<file path="src/rtl/id_ex_seg_reg_if.sv">
// ----------------------------------------------------------------------------
// id_ex_seg_reg_if
//   Bundle of the signals that cross the ID->EX segment register.
//   *D signals come from the ID stage: the control decoder and the register-file
//   read. *E signals are the registered copies that the EX stage consumes.
//
//   modport master : ID-side view. Drives the *D fields and may observe the *E fields.
//   modport slave  : segment-register view. Reads the *D fields and drives the *E fields.
//
//   Fields
//     Valid      1         instruction-valid tag
//     PC         XLEN      instruction PC
//     RegOut1/2  XLEN      rs1 / rs2 read data
//     Imm        XLEN      sign-extended immediate
//     Rs1/Rs2/Rd REGIDX_W  register indices
//     Jal/Jalr   1         jump flags
//     RegWrite   3         load / write-back type
//     MemToReg   1         result comes from data memory
//     MemWrite   4         per-byte store enables
//     LoadNpc    1         write PC+4 to rd
//     RegRead    2         [1] uses rs1, [0] uses rs2
//     BranchType 3         branch condition
//     AluType    4         ALU operation
//     AluSrc1    1         ALU op1 select (1 = PC)
//     AluSrc2    2         ALU op2 select
// ----------------------------------------------------------------------------
interface id_ex_seg_reg_if #(
  parameter int XLEN     = 32,
  parameter int REGIDX_W = 5
);
  // ID-side fields
  logic                ValidD;
  logic [XLEN-1:0]     PCD;
  logic [XLEN-1:0]     RegOut1D;
  logic [XLEN-1:0]     RegOut2D;
  logic [XLEN-1:0]     ImmD;
  logic [REGIDX_W-1:0] Rs1D;
  logic [REGIDX_W-1:0] Rs2D;
  logic [REGIDX_W-1:0] RdD;
  logic                JalD;
  logic                JalrD;
  logic [2:0]          RegWriteD;
  logic                MemToRegD;
  logic [3:0]          MemWriteD;
  logic                LoadNpcD;
  logic [1:0]          RegReadD;
  logic [2:0]          BranchTypeD;
  logic [3:0]          AluTypeD;
  logic                AluSrc1D;
  logic [1:0]          AluSrc2D;

  // EX-side fields
  logic                ValidE;
  logic [XLEN-1:0]     PCE;
  logic [XLEN-1:0]     RegOut1E;
  logic [XLEN-1:0]     RegOut2E;
  logic [XLEN-1:0]     ImmE;
  logic [REGIDX_W-1:0] Rs1E;
  logic [REGIDX_W-1:0] Rs2E;
  logic [REGIDX_W-1:0] RdE;
  logic                JalE;
  logic                JalrE;
  logic [2:0]          RegWriteE;
  logic                MemToRegE;
  logic [3:0]          MemWriteE;
  logic                LoadNpcE;
  logic [1:0]          RegReadE;
  logic [2:0]          BranchTypeE;
  logic [3:0]          AluTypeE;
  logic                AluSrc1E;
  logic [1:0]          AluSrc2E;

  modport master (
    output ValidD, PCD, RegOut1D, RegOut2D, ImmD, Rs1D, Rs2D, RdD, JalD, JalrD,
           RegWriteD, MemToRegD, MemWriteD, LoadNpcD, RegReadD, BranchTypeD,
           AluTypeD, AluSrc1D, AluSrc2D,
    input  ValidE, PCE, RegOut1E, RegOut2E, ImmE, Rs1E, Rs2E, RdE, JalE, JalrE,
           RegWriteE, MemToRegE, MemWriteE, LoadNpcE, RegReadE, BranchTypeE,
           AluTypeE, AluSrc1E, AluSrc2E
  );

  modport slave (
    input  ValidD, PCD, RegOut1D, RegOut2D, ImmD, Rs1D, Rs2D, RdD, JalD, JalrD,
           RegWriteD, MemToRegD, MemWriteD, LoadNpcD, RegReadD, BranchTypeD,
           AluTypeD, AluSrc1D, AluSrc2D,
    output ValidE, PCE, RegOut1E, RegOut2E, ImmE, Rs1E, Rs2E, RdE, JalE, JalrE,
           RegWriteE, MemToRegE, MemWriteE, LoadNpcE, RegReadE, BranchTypeE,
           AluTypeE, AluSrc1E, AluSrc2E
  );
endinterface

</file>
<file path="src/rtl/id_ex_seg_reg.sv">
// ----------------------------------------------------------------------------
// id_ex_seg_reg
//   ID->EX pipeline segment register of the 5-stage RV32IM core.
//   All EX-side fields are flops. There is no combinational path from D to E.
//
//   Ports
//     clk    in  core clock; all updates happen on the rising edge
//     rst    in  asynchronous active-high reset; forces the bubble word
//     en     in  1 = may update, 0 = hold (stall E); en=0 overrides clear
//     clear  in  1 = load a bubble instead of the D fields (flush E)
//     bus    slave modport of id_ex_seg_reg_if (D fields in, E fields out)
//
//   The bubble word is all zeros, except for these fields:
//     RegWrite   = NOREGWRITE
//     BranchType = NOBRANCH
//     AluType    = ALU_ADD
//   These three encodings are parameters. Set them to match the core's
//   Parameters.v.
// ----------------------------------------------------------------------------
module id_ex_seg_reg #(
  parameter int         XLEN       = 32,
  parameter int         REGIDX_W   = 5,
  parameter logic [2:0] NOREGWRITE = 3'd0,
  parameter logic [2:0] NOBRANCH   = 3'd0,
  parameter logic [3:0] ALU_ADD    = 4'd3
) (
  input  logic          clk,
  input  logic          rst,
  input  logic          en,
  input  logic          clear,
  id_ex_seg_reg_if.slave bus
);

  typedef struct packed {
    logic                valid;
    logic [XLEN-1:0]     pc;
    logic [XLEN-1:0]     reg_out1;
    logic [XLEN-1:0]     reg_out2;
    logic [XLEN-1:0]     imm;
    logic [REGIDX_W-1:0] rs1;
    logic [REGIDX_W-1:0] rs2;
    logic [REGIDX_W-1:0] rd;
    logic                jal;
    logic                jalr;
    logic [2:0]          reg_write;
    logic                mem_to_reg;
    logic [3:0]          mem_write;
    logic                load_npc;
    logic [1:0]          reg_read;
    logic [2:0]          branch_type;
    logic [3:0]          alu_type;
    logic                alu_src1;
    logic [1:0]          alu_src2;
  } ex_word_t;

  // A bubble writes nothing, stores nothing, and does not branch or jump.
  // RegRead=00 keeps it invisible to the forwarding unit.
  function automatic ex_word_t bubble_word();
    ex_word_t w;
    w             = '0;
    w.reg_write   = NOREGWRITE;
    w.branch_type = NOBRANCH;
    w.alu_type    = ALU_ADD;
    return w;
  endfunction

  ex_word_t d_word_s;
  ex_word_t next_word_s;
  ex_word_t ex_word_r;

  // Gather the ID-side fields into one word.
  always_comb begin
    d_word_s             = '0;
    d_word_s.valid       = bus.ValidD;
    d_word_s.pc          = bus.PCD;
    d_word_s.reg_out1    = bus.RegOut1D;
    d_word_s.reg_out2    = bus.RegOut2D;
    d_word_s.imm         = bus.ImmD;
    d_word_s.rs1         = bus.Rs1D;
    d_word_s.rs2         = bus.Rs2D;
    d_word_s.rd          = bus.RdD;
    d_word_s.jal         = bus.JalD;
    d_word_s.jalr        = bus.JalrD;
    d_word_s.reg_write   = bus.RegWriteD;
    d_word_s.mem_to_reg  = bus.MemToRegD;
    d_word_s.mem_write   = bus.MemWriteD;
    d_word_s.load_npc    = bus.LoadNpcD;
    d_word_s.reg_read    = bus.RegReadD;
    d_word_s.branch_type = bus.BranchTypeD;
    d_word_s.alu_type    = bus.AluTypeD;
    d_word_s.alu_src1    = bus.AluSrc1D;
    d_word_s.alu_src2    = bus.AluSrc2D;
  end

  // Select the word to load when enabled.
  // ValidD=0 is still captured verbatim; the decoder keeps those controls harmless.
  always_comb begin
    next_word_s = d_word_s;
    if (clear) begin
      next_word_s = bubble_word();
    end else begin
      next_word_s = d_word_s;
    end
  end

  // Segment register. A stall (en=0) takes priority over a flush, so a
  // stalled instruction is never lost.
  always_ff @(posedge clk or posedge rst) begin
    if (rst) begin
      ex_word_r <= bubble_word();
    end else if (en) begin
      ex_word_r <= next_word_s;
    end else begin
      ex_word_r <= ex_word_r;
    end
  end

  assign bus.ValidE      = ex_word_r.valid;
  assign bus.PCE         = ex_word_r.pc;
  assign bus.RegOut1E    = ex_word_r.reg_out1;
  assign bus.RegOut2E    = ex_word_r.reg_out2;
  assign bus.ImmE        = ex_word_r.imm;
  assign bus.Rs1E        = ex_word_r.rs1;
  assign bus.Rs2E        = ex_word_r.rs2;
  assign bus.RdE         = ex_word_r.rd;
  assign bus.JalE        = ex_word_r.jal;
  assign bus.JalrE       = ex_word_r.jalr;
  assign bus.RegWriteE   = ex_word_r.reg_write;
  assign bus.MemToRegE   = ex_word_r.mem_to_reg;
  assign bus.MemWriteE   = ex_word_r.mem_write;
  assign bus.LoadNpcE    = ex_word_r.load_npc;
  assign bus.RegReadE    = ex_word_r.reg_read;
  assign bus.BranchTypeE = ex_word_r.branch_type;
  assign bus.AluTypeE    = ex_word_r.alu_type;
  assign bus.AluSrc1E    = ex_word_r.alu_src1;
  assign bus.AluSrc2E    = ex_word_r.alu_src2;

endmodule

</file>
<file path="src/flat_wrapper.sv">
// flat-port wrapper written by rule: the top's interface ports become plain ports
module id_ex_seg_reg_flat 
#(
  parameter int         XLEN       = 32,
  parameter int         REGIDX_W   = 5,
  parameter logic [2:0] NOREGWRITE = 3'd0,
  parameter logic [2:0] NOBRANCH   = 3'd0,
  parameter logic [3:0] ALU_ADD    = 4'd3
)
  (clk, rst, en, clear, bus_ValidD, bus_PCD, bus_RegOut1D, bus_RegOut2D, bus_ImmD, bus_Rs1D, bus_Rs2D, bus_RdD, bus_JalD, bus_JalrD, bus_RegWriteD, bus_MemToRegD, bus_MemWriteD, bus_LoadNpcD, bus_RegReadD, bus_BranchTypeD, bus_AluTypeD, bus_AluSrc1D, bus_AluSrc2D, bus_ValidE, bus_PCE, bus_RegOut1E, bus_RegOut2E, bus_ImmE, bus_Rs1E, bus_Rs2E, bus_RdE, bus_JalE, bus_JalrE, bus_RegWriteE, bus_MemToRegE, bus_MemWriteE, bus_LoadNpcE, bus_RegReadE, bus_BranchTypeE, bus_AluTypeE, bus_AluSrc1E, bus_AluSrc2E);
  id_ex_seg_reg_if #(.XLEN(XLEN), .REGIDX_W(REGIDX_W)) bus_i ();
  input  logic clk;
  input  logic rst;
  input  logic en;
  input  logic clear;
  input wire logic [$bits(bus_i.ValidD)-1:0] bus_ValidD;
  input wire logic [$bits(bus_i.PCD)-1:0] bus_PCD;
  input wire logic [$bits(bus_i.RegOut1D)-1:0] bus_RegOut1D;
  input wire logic [$bits(bus_i.RegOut2D)-1:0] bus_RegOut2D;
  input wire logic [$bits(bus_i.ImmD)-1:0] bus_ImmD;
  input wire logic [$bits(bus_i.Rs1D)-1:0] bus_Rs1D;
  input wire logic [$bits(bus_i.Rs2D)-1:0] bus_Rs2D;
  input wire logic [$bits(bus_i.RdD)-1:0] bus_RdD;
  input wire logic [$bits(bus_i.JalD)-1:0] bus_JalD;
  input wire logic [$bits(bus_i.JalrD)-1:0] bus_JalrD;
  input wire logic [$bits(bus_i.RegWriteD)-1:0] bus_RegWriteD;
  input wire logic [$bits(bus_i.MemToRegD)-1:0] bus_MemToRegD;
  input wire logic [$bits(bus_i.MemWriteD)-1:0] bus_MemWriteD;
  input wire logic [$bits(bus_i.LoadNpcD)-1:0] bus_LoadNpcD;
  input wire logic [$bits(bus_i.RegReadD)-1:0] bus_RegReadD;
  input wire logic [$bits(bus_i.BranchTypeD)-1:0] bus_BranchTypeD;
  input wire logic [$bits(bus_i.AluTypeD)-1:0] bus_AluTypeD;
  input wire logic [$bits(bus_i.AluSrc1D)-1:0] bus_AluSrc1D;
  input wire logic [$bits(bus_i.AluSrc2D)-1:0] bus_AluSrc2D;
  output wire logic [$bits(bus_i.ValidE)-1:0] bus_ValidE;
  output wire logic [$bits(bus_i.PCE)-1:0] bus_PCE;
  output wire logic [$bits(bus_i.RegOut1E)-1:0] bus_RegOut1E;
  output wire logic [$bits(bus_i.RegOut2E)-1:0] bus_RegOut2E;
  output wire logic [$bits(bus_i.ImmE)-1:0] bus_ImmE;
  output wire logic [$bits(bus_i.Rs1E)-1:0] bus_Rs1E;
  output wire logic [$bits(bus_i.Rs2E)-1:0] bus_Rs2E;
  output wire logic [$bits(bus_i.RdE)-1:0] bus_RdE;
  output wire logic [$bits(bus_i.JalE)-1:0] bus_JalE;
  output wire logic [$bits(bus_i.JalrE)-1:0] bus_JalrE;
  output wire logic [$bits(bus_i.RegWriteE)-1:0] bus_RegWriteE;
  output wire logic [$bits(bus_i.MemToRegE)-1:0] bus_MemToRegE;
  output wire logic [$bits(bus_i.MemWriteE)-1:0] bus_MemWriteE;
  output wire logic [$bits(bus_i.LoadNpcE)-1:0] bus_LoadNpcE;
  output wire logic [$bits(bus_i.RegReadE)-1:0] bus_RegReadE;
  output wire logic [$bits(bus_i.BranchTypeE)-1:0] bus_BranchTypeE;
  output wire logic [$bits(bus_i.AluTypeE)-1:0] bus_AluTypeE;
  output wire logic [$bits(bus_i.AluSrc1E)-1:0] bus_AluSrc1E;
  output wire logic [$bits(bus_i.AluSrc2E)-1:0] bus_AluSrc2E;
  assign bus_i.ValidD = bus_ValidD;
  assign bus_i.PCD = bus_PCD;
  assign bus_i.RegOut1D = bus_RegOut1D;
  assign bus_i.RegOut2D = bus_RegOut2D;
  assign bus_i.ImmD = bus_ImmD;
  assign bus_i.Rs1D = bus_Rs1D;
  assign bus_i.Rs2D = bus_Rs2D;
  assign bus_i.RdD = bus_RdD;
  assign bus_i.JalD = bus_JalD;
  assign bus_i.JalrD = bus_JalrD;
  assign bus_i.RegWriteD = bus_RegWriteD;
  assign bus_i.MemToRegD = bus_MemToRegD;
  assign bus_i.MemWriteD = bus_MemWriteD;
  assign bus_i.LoadNpcD = bus_LoadNpcD;
  assign bus_i.RegReadD = bus_RegReadD;
  assign bus_i.BranchTypeD = bus_BranchTypeD;
  assign bus_i.AluTypeD = bus_AluTypeD;
  assign bus_i.AluSrc1D = bus_AluSrc1D;
  assign bus_i.AluSrc2D = bus_AluSrc2D;
  assign bus_ValidE = bus_i.ValidE;
  assign bus_PCE = bus_i.PCE;
  assign bus_RegOut1E = bus_i.RegOut1E;
  assign bus_RegOut2E = bus_i.RegOut2E;
  assign bus_ImmE = bus_i.ImmE;
  assign bus_Rs1E = bus_i.Rs1E;
  assign bus_Rs2E = bus_i.Rs2E;
  assign bus_RdE = bus_i.RdE;
  assign bus_JalE = bus_i.JalE;
  assign bus_JalrE = bus_i.JalrE;
  assign bus_RegWriteE = bus_i.RegWriteE;
  assign bus_MemToRegE = bus_i.MemToRegE;
  assign bus_MemWriteE = bus_i.MemWriteE;
  assign bus_LoadNpcE = bus_i.LoadNpcE;
  assign bus_RegReadE = bus_i.RegReadE;
  assign bus_BranchTypeE = bus_i.BranchTypeE;
  assign bus_AluTypeE = bus_i.AluTypeE;
  assign bus_AluSrc1E = bus_i.AluSrc1E;
  assign bus_AluSrc2E = bus_i.AluSrc2E;
  id_ex_seg_reg #(.XLEN(XLEN), .REGIDX_W(REGIDX_W), .NOREGWRITE(NOREGWRITE), .NOBRANCH(NOBRANCH), .ALU_ADD(ALU_ADD)) u_core (.clk(clk), .rst(rst), .en(en), .clear(clear), .bus(bus_i));
endmodule
</file>
<file path="config.mk">
export PLATFORM = sky130hd
export DESIGN_NAME = id_ex_seg_reg_flat
export DESIGN_NICKNAME = d
export VERILOG_FILES = /design/src/rtl/id_ex_seg_reg_if.sv /design/src/rtl/id_ex_seg_reg.sv /design/src/flat_wrapper.sv
export SDC_FILE = /design/constraint.sdc
export NUM_CORES = 1
export LEC_CHECK = 0
export ABC_CLOCK_PERIOD_IN_PS = 15200
export CORE_AREA = 2 2 134 136
export CTS_CLUSTER_DIAMETER = 100
export DETAILED_ROUTE_END_ITERATION = 10
export DIE_AREA = 0 0 136 138
export PLACE_DENSITY = 0.73
export SLEW_MARGIN = 20
export SYNTH_ARGS = -nofsm -noshare
export SYNTH_HDL_FRONTEND = slang
export SYNTH_SLANG_ARGS = --single-unit
</file>
<file path="constraint.sdc">
create_clock -name clk -period 15.2 [get_ports clk]
set_clock_uncertainty 0.05 [all_clocks]
set_input_delay 3.04 -clock clk [delete_from_list [all_inputs] [get_ports clk]]
set_output_delay 3.04 -clock clk [all_outputs]
set_load 0.02 [all_outputs]
</file>
==> impl_metrics.yaml <==
sta:
  min_period_over_period_pct: 35.1
  worst_slack_ns: 9.87
  setup_tns_ns: 0
  rsz0062_at_grt: "false"
  slew_headroom_pct: 33.0
  fin_crit_ns: 5.33
  fmax_ghz: 0.188
  maxSlewViolCount: 0
  worstMarginPinSlew_ns: 1.00
  finalSetupViolations: 0
  hold_viol_final: 0
setup_path:
  cp-end-kind: "flop"
  timing.rr.start: "u_core.bus.RegOut1E[4]$_DFFE_PP0P_"
  arrival_ns: 5.62
  path_class: "input port to flop"
  cp_cell_sequence: "clkdlybuf4s50_1, and2b_4, buf_4, a22o_1"
  r2r-end: "u_core.bus.RegOut1E[4]$_DFFE_PP0P_"
  setup.worst_path.end: "u_core.bus.PCE[20]$_DFFE_PP0P_"
  worstPathMaxFanout: 83
  critPathSlowestCell: "and2b_4"
  reg2regPathDepth: 1
  r2r_slack_ns: 14.38
  cpPeakStageDelay_ns: 0.83
  cp_num_cells: 4
  start_kind: "input port"
  critPathBufInv: 2
  crit_start: "en"
  worstPathRequired_ns: 15.49
  critPathTopFamily: "buffers and inverters"
synth:
  netlist_top_cells_area: "dfrtp_1 (69%), a22o_1 (24%), buf_6 (3.6%)"
  syn_inst: 375
  synthTopCellsByCount: "dfrtp_1 (165), a22o_1 (164), buf_6 (19)"
  ys_types: 13
  netlist_area_um2: 5960
  ys_seq_area_share_pct: 70.1
  async_reset_ff_share_pct: 100
  yosysWarningCount: 0
  synth_nets: 546
  synth_top_area_share_pct: 69.2
  yosys.area.top_type: "dfrtp_1"
  yosysMostFrequentCell: "dfrtp_1"
  postSynthAreaPerCell_um2: 15.9
  synth-edff-count: 0
  synthFlopType: "dfrtp_1"
  ys_ff_latch: 167
die:
  die_area_um2: 18800
  core_um2: 17500
  initial_core_util_pct: 34.0
  die_h_um: 138
  die_x_um: 136
  rows: 49
  pin_count: 338
worst_hold_path:
  whs_path_depth: 1
  min_path_type: "flop to flop"
  min_from: "u_core.bus.PCE[29]$_DFFE_PP0P_"
detailed_routing:
  vias: 4651
  wl_per_cell_um: 19.2
  drc_errors: 0
  dr.pass1.iters: 6
  routed_wl_mm: 18.0
  viasPerCell: 4.95
  ant_nets: 0
  drtIter0Drc: 232
clocking:
  numCtsBuffers: 17
  clk_pin_slew_ns: 0.06
  cts_setup_buffers: 0
  h-tree-depth: 4
  cts_tree: "yes"
  root_buffer: "clkbuf_16"
  holdBufCountCts: 0
  cts_num_sinks: 167
  cts_buffer_depth: 2
  cts_resized: 0
  worstSkewPairLatency_ns: 0.41
final_layout:
  nets: 869
  post-route-util_pct: 56.7
  multi_input_area_um2: 1480
  drive_above_1_share_pct: 5.49
  syn2layout_area_growth_pct: 66.8
  final.fill_count: 1399
  num_antenna_cells: 0
  regArea_um2: 4180
power:
  total_power_w: 0.00114
  powerDensity_nw_per_um2: 115
  leakagePower_nw: 4.39
  vdd_drop_max_mv: 0.0613
status:
  status: "complete, no violations"
run:
  drv_cap: 0
place:
  io_buffers: 337
  dp_slack_ns: 9.49
  dp_hpwl_mm: 13.0
  gp_congestion: 0.766
global_routing:
  grt_max_degree: 86
  antenna_found_initial: 0
  grt_pass1_wl_mm: 27.9
  track_usage_pct: 19.0
  gr-total-overflow: 0
  grt_pass1_vias: 4873
[through the flow]
step           hold slack [ns]  cell area, um^2  instances
4_1_cts                  0.450             9940        940
3_3_place_gp             0.425             9360        908
2_1_floorplan            0.535             5960        375
3_5_place_dp             0.433             9360        908
6_report                 0.443             9950        940
5_1_grt                  0.474             9950        940
[how the worst min path moves through the flow]
| stage | slack (ns) | end |
|---|---|---|
| floorplan | 0.53 | u_core.bus.AluTypeE[0]$_DFFE_PP1P_ |
| global placement | 0.43 | u_core.bus.PCE[29]$_DFFE_PP0P_ |
| detailed placement | 0.43 | u_core.bus.PCE[29]$_DFFE_PP0P_ |
| CTS | 0.45 | u_core.bus.PCE[29]$_DFFE_PP0P_ |
| global route | 0.47 | u_core.bus.ImmE[25]$_DFFE_PP0P_ |
| finish | 0.44 | u_core.bus.PCE[29]$_DFFE_PP0P_ |
[kinds of logic after synthesis]
group                  count (synthesis)  share of synthesized area, %
flip-flops                           167                          70.1
AO/OA/AOI/OAI                        167                          24.5
buffers and inverters                 38                          5.06
AND/OR/NAND/NOR                        3                         0.294
[report_power, final]
part	switching (W)	internal (W)
clock	0.000181	0.000242
sequential	0.0000212	0.000479
combinational	0.0000988	0.000122
total	0.000301	0.000843
[final cells by class]
cell class                 instances  area share, %
inverter                           2          0.151
clock inverter                    11           1.12
clock buffer                      21           4.73
timing repair buffer             340           34.2
sequential                       167           42.0
multi-input combinational        170           14.9
tap                              229           2.88
[metal layers]
metal | share of wire (%) | track usage [%]
met1 | 39 | 23.1
met2 | 50 | 32.0
met3 | 8.7 | 6.38
met4 | 1.8 | 5.76
met5 | 0 | 0
[layout by cell type, fill, tap and decap left out]
| master | count |
|---|---|
| buf_4 | 2 |
| and2b_4 | 1 |
| o22a_1 | 2 |
| dfstp_2 | 2 |
| nand2b_1 | 1 |
| buf_6 | 1 |
| clkbuf_8 | 3 |
| dfrtp_1 | 165 |
| nand2_1 | 1 |
| clkinvlp_4 | 1 |
| clkbuf_1 | 1 |
| inv_4 | 1 |
| inv_6 | 4 |
| a22o_1 | 164 |
| clkbuf_16 | 17 |
| o2bb2ai_1 | 1 |
| bufinv_16 | 1 |
| clkinv_2 | 2 |
| inv_8 | 1 |
| clkdlybuf4s50_1 | 337 |
| clkinv_4 | 3 |
[sequential cells by signal (all words and copies together) (netlist names)]
register                count
u_core.bus.Rs1E             5
u_core.bus.MemToRegE        1
u_core.bus.RegOut2E        32
u_core.bus.JalE             1
u_core.bus.RegReadE         2
u_core.bus.AluSrc2E         2
u_core.bus.RegWriteE        3
u_core.bus.RdE              5
u_core.bus.AluTypeE         4
u_core.bus.AluSrc1E         1
u_core.bus.Rs2E             5
u_core.bus.RegOut1E        32
u_core.bus.LoadNpcE         1
u_core.bus.BranchTypeE      3
u_core.bus.ValidE           1
u_core.bus.MemWriteE        4
u_core.bus.JalrE            1
u_core.bus.PCE             32
u_core.bus.ImmE            32
(Power assumes the default switching activity.)
